`src/rtl/store_merge_unit_if.sv`:
```
// Store request and data-memory port bundle for store_merge_unit.
// slave  : the store merge unit (takes requests, drives the memory port)
// master : the environment (CPU datapath issuing stores, memory answering)
interface store_merge_unit_if #(
    parameter int ADDR_WIDTH = 32
);
    logic                  store_valid;
    logic                  store_ready;
    logic [2:0]            store_type;
    logic [ADDR_WIDTH-1:0] store_addr;
    logic [31:0]           store_data;
    logic                  store_done;
    logic                  store_err;

    logic [ADDR_WIDTH-1:0] mem_address;
    logic                  mem_read;
    logic                  mem_write;
    logic [31:0]           mem_writedata;
    logic [3:0]            mem_byteenable;
    logic [31:0]           mem_readdata;
    logic                  mem_waitrequest;

    modport slave (
        input  store_valid, store_type, store_addr, store_data,
        input  mem_readdata, mem_waitrequest,
        output store_ready, store_done, store_err,
        output mem_address, mem_read, mem_write, mem_writedata, mem_byteenable
    );

    modport master (
        output store_valid, store_type, store_addr, store_data,
        output mem_readdata, mem_waitrequest,
        input  store_ready, store_done, store_err,
        input  mem_address, mem_read, mem_write, mem_writedata, mem_byteenable
    );
endinterface

```
`src/rtl/store_merge_unit.sv`:
```
// store_merge_unit: turns SB/SH/SW/SWL/SWR requests into word-aligned
// Avalon-style memory writes. Default build does read-modify-write with all
// four byte lanes enabled. Defining STORE_BYTEENABLE_EN skips the read and
// writes the lane-replicated data with per-lane byte enables instead.
module store_merge_unit #(
    parameter int ADDR_WIDTH = 32
) (
    input  logic               clk,
    input  logic               reset,
    store_merge_unit_if.slave  bus
);
    localparam int DATA_W = 32;

    localparam logic [2:0] T_SB  = 3'b000;
    localparam logic [2:0] T_SH  = 3'b001;
    localparam logic [2:0] T_SW  = 3'b010;
    localparam logic [2:0] T_SWL = 3'b011;
    localparam logic [2:0] T_SWR = 3'b100;

    typedef enum logic [2:0] {IDLE, READ, LATCH, WRITE, DONE} state_t;

    state_t                state;
    state_t                state_nxt;
    logic                  accept;
    logic [2:0]            type_q;
    logic [ADDR_WIDTH-1:0] addr_q;
    logic [DATA_W-1:0]     data_q;
    logic                  err_q;
    logic [1:0]            ofs_q;
`ifndef STORE_BYTEENABLE_EN
    logic [DATA_W-1:0]     merged_q;
`endif

    // Misaligned halfword/word or an unknown type is rejected at accept.
    function automatic logic type_err(input logic [2:0] t, input logic [1:0] o);
        case (t)
            T_SB, T_SWL, T_SWR: type_err = 1'b0;
            T_SH:               type_err = o[0];
            T_SW:               type_err = |o;
            default:            type_err = 1'b1;
        endcase
    endfunction

    // Byte lanes touched by the store at byte offset o.
    function automatic logic [3:0] lane_enable(input logic [2:0] t, input logic [1:0] o);
        case (t)
            T_SB:    lane_enable = 4'b0001 << o;
            T_SH:    lane_enable = 4'b0011 << o;
            T_SW:    lane_enable = 4'b1111;
            T_SWL:   lane_enable = 4'b1111 >> (2'd3 - o);
            T_SWR:   lane_enable = 4'b1111 << o;
            default: lane_enable = 4'b0000;
        endcase
    endfunction

    // Register data steered so every enabled lane already holds its byte.
    function automatic logic [DATA_W-1:0] lane_data(input logic [2:0] t, input logic [1:0] o,
                                                    input logic [DATA_W-1:0] r);
        case (t)
            T_SB:    lane_data = {4{r[7:0]}};
            T_SH:    lane_data = {2{r[15:0]}};
            T_SW:    lane_data = r;
            T_SWL:   lane_data = r >> (5'd24 - {o, 3'b000});
            T_SWR:   lane_data = r << {o, 3'b000};
            default: lane_data = '0;
        endcase
    endfunction

    // Expand a 4-bit lane enable into a 32-bit bit mask.
    function automatic logic [DATA_W-1:0] lane_mask(input logic [3:0] be);
        lane_mask = {{8{be[3]}}, {8{be[2]}}, {8{be[1]}}, {8{be[0]}}};
    endfunction

    assign accept = bus.store_valid && (state == IDLE);
    assign ofs_q  = addr_q[1:0];

    // FSM state register; only control state is reset.
    always_ff @(posedge clk) begin
        if (reset) state <= IDLE;
        else       state <= state_nxt;
    end

    // Capture the request on accept so later input changes are ignored.
    always_ff @(posedge clk) begin
        if (accept) begin
            type_q <= bus.store_type;
            addr_q <= bus.store_addr;
            data_q <= bus.store_data;
            err_q  <= type_err(bus.store_type, bus.store_addr[1:0]);
        end
    end

`ifndef STORE_BYTEENABLE_EN
    // Merge the returned old word with the store lanes while in LATCH.
    always_ff @(posedge clk) begin
        if (state == LATCH) begin
            merged_q <= (lane_data(type_q, ofs_q, data_q) & lane_mask(lane_enable(type_q, ofs_q)))
                      | (bus.mem_readdata & ~lane_mask(lane_enable(type_q, ofs_q)));
        end
    end
`endif

    // Next-state and Moore outputs; strobes derive from state so reset clears them.
    always_comb begin
        state_nxt          = state;
        bus.store_ready    = 1'b0;
        bus.store_done     = 1'b0;
        bus.store_err      = 1'b0;
        bus.mem_address    = {addr_q[ADDR_WIDTH-1:2], 2'b00};
        bus.mem_read       = 1'b0;
        bus.mem_write      = 1'b0;
        bus.mem_writedata  = '0;
        bus.mem_byteenable = 4'b0000;
        case (state)
            IDLE: begin
                bus.store_ready = 1'b1;
                if (accept) begin
                    if (type_err(bus.store_type, bus.store_addr[1:0])) begin
                        state_nxt = DONE;
                    end else begin
`ifdef STORE_BYTEENABLE_EN
                        state_nxt = WRITE;
`else
                        state_nxt = READ;
`endif
                    end
                end
            end
            READ: begin
                bus.mem_read = 1'b1;
                if (!bus.mem_waitrequest) state_nxt = LATCH;
            end
            LATCH: begin
                state_nxt = WRITE;
            end
            WRITE: begin
                bus.mem_write = 1'b1;
`ifdef STORE_BYTEENABLE_EN
                bus.mem_writedata  = lane_data(type_q, ofs_q, data_q);
                bus.mem_byteenable = lane_enable(type_q, ofs_q);
`else
                bus.mem_writedata  = merged_q;
                bus.mem_byteenable = 4'b1111;
`endif
                if (!bus.mem_waitrequest) state_nxt = DONE;
            end
            DONE: begin
                bus.store_done = 1'b1;
                bus.store_err  = err_q;
                state_nxt      = IDLE;
            end
            default: begin
                state_nxt = IDLE;
            end
        endcase
    end
endmodule

```
`src/flat_wrapper.sv`:
```
// flat-port wrapper written by rule: the top's interface ports become plain ports
module store_merge_unit_flat 
#(
    parameter int ADDR_WIDTH = 32
)
  (clk, reset, bus_store_valid, bus_store_type, bus_store_addr, bus_store_data, bus_mem_readdata, bus_mem_waitrequest, bus_store_ready, bus_store_done, bus_store_err, bus_mem_address, bus_mem_read, bus_mem_write, bus_mem_writedata, bus_mem_byteenable);
  store_merge_unit_if #(.ADDR_WIDTH(ADDR_WIDTH)) bus_i ();
  input  logic clk;
  input  logic reset;
  input wire logic [$bits(bus_i.store_valid)-1:0] bus_store_valid;
  input wire logic [$bits(bus_i.store_type)-1:0] bus_store_type;
  input wire logic [$bits(bus_i.store_addr)-1:0] bus_store_addr;
  input wire logic [$bits(bus_i.store_data)-1:0] bus_store_data;
  input wire logic [$bits(bus_i.mem_readdata)-1:0] bus_mem_readdata;
  input wire logic [$bits(bus_i.mem_waitrequest)-1:0] bus_mem_waitrequest;
  output wire logic [$bits(bus_i.store_ready)-1:0] bus_store_ready;
  output wire logic [$bits(bus_i.store_done)-1:0] bus_store_done;
  output wire logic [$bits(bus_i.store_err)-1:0] bus_store_err;
  output wire logic [$bits(bus_i.mem_address)-1:0] bus_mem_address;
  output wire logic [$bits(bus_i.mem_read)-1:0] bus_mem_read;
  output wire logic [$bits(bus_i.mem_write)-1:0] bus_mem_write;
  output wire logic [$bits(bus_i.mem_writedata)-1:0] bus_mem_writedata;
  output wire logic [$bits(bus_i.mem_byteenable)-1:0] bus_mem_byteenable;
  assign bus_i.store_valid = bus_store_valid;
  assign bus_i.store_type = bus_store_type;
  assign bus_i.store_addr = bus_store_addr;
  assign bus_i.store_data = bus_store_data;
  assign bus_i.mem_readdata = bus_mem_readdata;
  assign bus_i.mem_waitrequest = bus_mem_waitrequest;
  assign bus_store_ready = bus_i.store_ready;
  assign bus_store_done = bus_i.store_done;
  assign bus_store_err = bus_i.store_err;
  assign bus_mem_address = bus_i.mem_address;
  assign bus_mem_read = bus_i.mem_read;
  assign bus_mem_write = bus_i.mem_write;
  assign bus_mem_writedata = bus_i.mem_writedata;
  assign bus_mem_byteenable = bus_i.mem_byteenable;
  store_merge_unit #(.ADDR_WIDTH(ADDR_WIDTH)) u_core (.clk(clk), .reset(reset), .bus(bus_i));
endmodule
```
`config.mk`:
```
export PLATFORM = sky130hd
export DESIGN_NAME = store_merge_unit_flat
export DESIGN_NICKNAME = d
export VERILOG_FILES = /design/src/rtl/store_merge_unit_if.sv /design/src/rtl/store_merge_unit.sv /design/src/flat_wrapper.sv
export SDC_FILE = /design/constraint.sdc
export NUM_CORES = 1
export LEC_CHECK = 0
export ABC_CLOCK_PERIOD_IN_PS = 3600
export BUFFER_PORTS_ARGS = -buffer_cell sky130_fd_sc_hd__buf_2
export CORE_MARGIN = 8
export CORE_UTILIZATION = 39
export CTS_CLUSTER_SIZE = 28
export DETAILED_ROUTE_END_ITERATION = 8
export GPL_ROUTABILITY_DRIVEN = 0
export PLACE_DENSITY = 0.68
export SLEW_MARGIN = 10
export SYNTH_ARGS = -nofsm -noshare
export SYNTH_HDL_FRONTEND = slang
export SYNTH_SLANG_ARGS = --single-unit
export TNS_END_PERCENT = 100
```
`constraint.sdc`:
```
create_clock -name clk -period 3.6 [get_ports clk]
set_input_delay 0.18 -clock clk [delete_from_list [all_inputs] [get_ports clk]]
set_output_delay 0.18 -clock clk [all_outputs]
set_load 0.1 [all_outputs]
```
==> metrics.md <==
| Metric | Value |
|---|---|
| Grt total ovfl | `0` |
| Period utilization | `0.799` |
| Crit Path Class | `flip-flop to flip-flop` |
| Flop pwr share | `0.439` |
| Fin. Hold Viols | `0` |
| Max-Cap Viols | `0` |
| Top cell type's share of synthesized area | `0.535` |
| Drc violations | `0` |
| Hold Crit Class | `input port to flip-flop` |
| Slew Viols, Final | `0` |
| Min Tclk post-route | `2880 ps` |
| IO buf count | `173` |
| Hold WS | `10.8 ps` |
| Total Power | `3.59 mW` |
| Placed Cells incl. Taps | `740` |
| Worst-path fanout max | `30` |
| Drt via density | `5.36` |
| CTS clk-pin slew, worst paths | `60 ps` |
| First-pass GRT wire length | `22.9 mm` |
| Num CTS Buffers | `9` |
| Post-synthesis sequential area ratio | `0.546` |
| Worst Setup End Kind | `flip-flop` |
| Worst Path Required | `3660 ps` |
| Yosys warns | `0` |
| Power Dens Cells | `502 mW/mm2` |
| IO Count | `176` |
| Vias after detailed routing | `4323` |
| GRT Total Usage | `0.158` |
| EDFF count, synth | `100` |
| Rows | `44` |
| Vias in the first global route | `4304` |
| Switching Fraction | `0.332` |
| Later-pin clock latency in the skew report | `350 ps` |
| Worst setup SP type | `flip-flop` |
| Initial antenna violation count | `0` |
| DP Area | `0.00634 mm2` |
| Die Span Y | `136 um` |
| Die width | `136 um` |
| R2r startpoint | `u_core.type_q[0]$_DFFE_PP_` |
| Post-Synthesis Cells | `446` |
| Hold Crit Depth | `1` |
| Synth top area cells | `edfxtp_1 (53%), buf_4 (4.9%), and2_1 (4.1%)` |
| Hpwl dp | `11.1 mm` |
| Largest net degree at the start of global routing | `38` |
| Final worst slack | `724 ps` |
| Worst Hold End | `u_core.data_q[6]$_DFFE_PP_` |
| Layout overhead on the synthesized area | `27.5%` |
| Fmax | `348 MHz` |
| Clk buf depth | `2` |
| Mapped Area | `0.00561 mm2` |
| Clock Skew | `7.49 ps` |
| Least-Margin Pin Slew | `1120 ps` |
| Register bit total from synthesis | `103` |
| H-tree Lvls | `3` |
| Nets | `720` |
| Switch Pwr | `1.19 mW` |
| Placement Setup Slack | `812 ps` |
| Endpoints failing setup | `0` |
| Finished Layout Cells | `806` |
| Antenna Cells | `0` |
| Core footprint | `0.0143 mm2` |
| Root Buffer Master | `clkbuf_16` |
| DRT Pass-1 Iters | `5` |
| Headroom to the max-slew limit | `0.250` |
| Logic pwr share | `0.275` |
| Post-CTS Setup Bufs | `0` |
| Cell taking the most area after synthesis | `edfxtp_1` |
| Setup TNS Final | `0 ps` |
| Total wire length | `15.0 mm` |
| Sink Count | `103` |
| Internal power | `2.40 mW` |
| RR Endpoint | `u_core.merged_q[31]$_DFFE_PN_` |
| Initial core utilization | `0.392` |
| Clk network pwr share | `0.286` |
| R2r worst-path depth | `4` |
| Synth Flop Type | `edfxtp_1` |
| Unrepaired setup endpoints after global routing | `false` |
| Syn_area_per_cell | `12.6 um2` |
| Yosys cell types | `51` |
| Status | `finished, final reports clean` |
| Post-DR wirelength/cell | `18.6 um` |
| Worst Hold Launch | `bus_store_data[6]` |
| Asr flop ratio synth | `0` |
| Post-route ant nets | `0` |
| Layout cells sized above 1 | `0.378` |
| Post-layout util | `0.500` |
| Die ar. | `0.0185 mm2` |
| First DRT Iteration DRCs | `345` |
| Maximum VDD drop | `0.291 mV` |
| Fin area | `0.00716 mm2` |
| Critical path arrival | `2940 ps` |
| FF-to-FF setup slack | `720 ps` |
| CTS tree | `yes` |
| Leakage | `2.90 nW` |
==> layer usage <==
layer / vias up / part of all wire / routed length [um] / track usage
li1: 2023 / - / - / -
met3: 29 / 0.12 / 1820 / 0.0588
met2: 305 / 0.43 / 6400 / 0.234
met1: 1966 / 0.42 / 6330 / 0.199
met5: - / 0 / 0 / 0
met4: 0 / 0.030 / 447 / 0.0793
==> registers in the layout (all words and copies together), names as in the netlist <==
signal           cells
u_core.state         3
u_core.type_q        3
u_core.addr_q       32
u_core.err_q         1
u_core.merged_q     32
u_core.data_q       32
==> worst max path at each step <==
stage	cells past startpoint	to	start	slack, ps
6_report	4	u_core.merged_q[31]$_DFFE_PN_	u_core.type_q[0]$_DFFE_PP_	720
4_1_cts	4	u_core.merged_q[31]$_DFFE_PN_	u_core.type_q[0]$_DFFE_PP_	820
3_3_place_gp	4	u_core.merged_q[31]$_DFFE_PN_	u_core.type_q[0]$_DFFE_PP_	850
5_1_grt	4	u_core.merged_q[11]$_DFFE_PN_	u_core.type_q[0]$_DFFE_PP_	690
3_5_place_dp	4	u_core.merged_q[31]$_DFFE_PN_	u_core.type_q[0]$_DFFE_PP_	810
2_1_floorplan	2	u_core.merged_q[0]$_DFFE_PN_	u_core.state[1]$_SDFFE_PP0P_	180
==> Yosys cell counts, types with 2 or more instances <==
| cell | n |
|---|---|
| edfxtp_1 | 100 |
| and2_1 | 37 |
| buf_4 | 37 |
| nor2_1 | 34 |
| mux2_2 | 20 |
| mux2i_1 | 18 |
| a221oi_1 | 15 |
| buf_2 | 15 |
| o21ai_0 | 14 |
| a221o_1 | 13 |
| clkbuf_1 | 13 |
| a21oi_1 | 10 |
| a31oi_1 | 10 |
| nand2_1 | 10 |
| a32o_1 | 9 |
| nand3b_1 | 9 |
| a32oi_1 | 8 |
| nor2b_1 | 8 |
| mux4_2 | 6 |
| nor3_1 | 6 |
| inv_1 | 5 |
| mux2_4 | 5 |
| and3_1 | 3 |
| dfxtp_1 | 3 |
| nor3b_1 | 3 |
| a2111oi_0 | 2 |
| a211o_1 | 2 |
| a22oi_1 | 2 |
| and4b_1 | 2 |
| buf_6 | 2 |
| nand2b_1 | 2 |
| nor4_1 | 2 |
| o211a_1 | 2 |
| o21a_1 | 2 |
==> cell families after synthesis <==
group | Yosys count | share of synthesized area
XOR/XNOR | 1 | 0.00156
AND/OR/NAND/NOR | 122 | 0.122
other | 1 | 0.000668
buffers and inverters | 74 | 0.0822
multiplexers | 49 | 0.110
flip-flops | 103 | 0.546
AO/OA/AOI/OAI | 96 | 0.138
==> power groups by stage <==
| stage | Sequential, mW | Clock, mW | Combinational, mW |
|---|---|---|---|
| 4_1_cts | 1.57 | 1.06 | 0.986 |
| 2_1_floorplan | 1.54 | 0 | 0.824 |
| 5_1_grt | 1.59 | 1.09 | 1.04 |
| 3_5_place_dp | 1.60 | 0 | 0.942 |
| 6_report | 1.58 | 1.03 | 0.989 |
| 3_3_place_gp | 1.59 | 0 | 0.923 |
==> final cells by class <==
cell class | instances | area (um2)
clock buffer | 9 | 225
clock inverter | 7 | 95.1
fill | 1259 | 7160
inverter | 5 | 18.8
multi-input combinational | 270 | 2110
sequential | 103 | 3060
tap | 184 | 230
timing repair buffer | 228 | 1420
==> worst max-delay path, cell delays in order (launching register included) <==
cell	delay (ps)
edfxtp_1	1100
a21bo_2	330
and2_1	260
a2111oi_0	750
mux2i_1	150
==> cell usage in the layout, fill, tap and decap left out, drive strengths merged, types with 3 or more instances in the layout <==
cell type / count
clkbuf: 9
mux2i: 18
o21ai: 16
nor3b: 4
and3: 3
a21oi: 10
a32o: 9
clkinvlp: 3
nand3b: 9
inv: 6
nand2: 10
mux2: 25
a31oi: 10
a2111oi: 3
a32oi: 8
buf: 178
nor2: 34
nor2b: 8
and2: 37
a221oi: 15
nor3: 7
mux4: 6
a221o: 13
dfxtp: 3
edfxtp: 100
dlygate4sd3: 50
==> repair_timing <==
item	CTS	global route
hold buffers	50	0
hold endpoints to repair	50	0
gates resized for setup	0	0
Note: power is estimated with default switching activity, not from simulation.
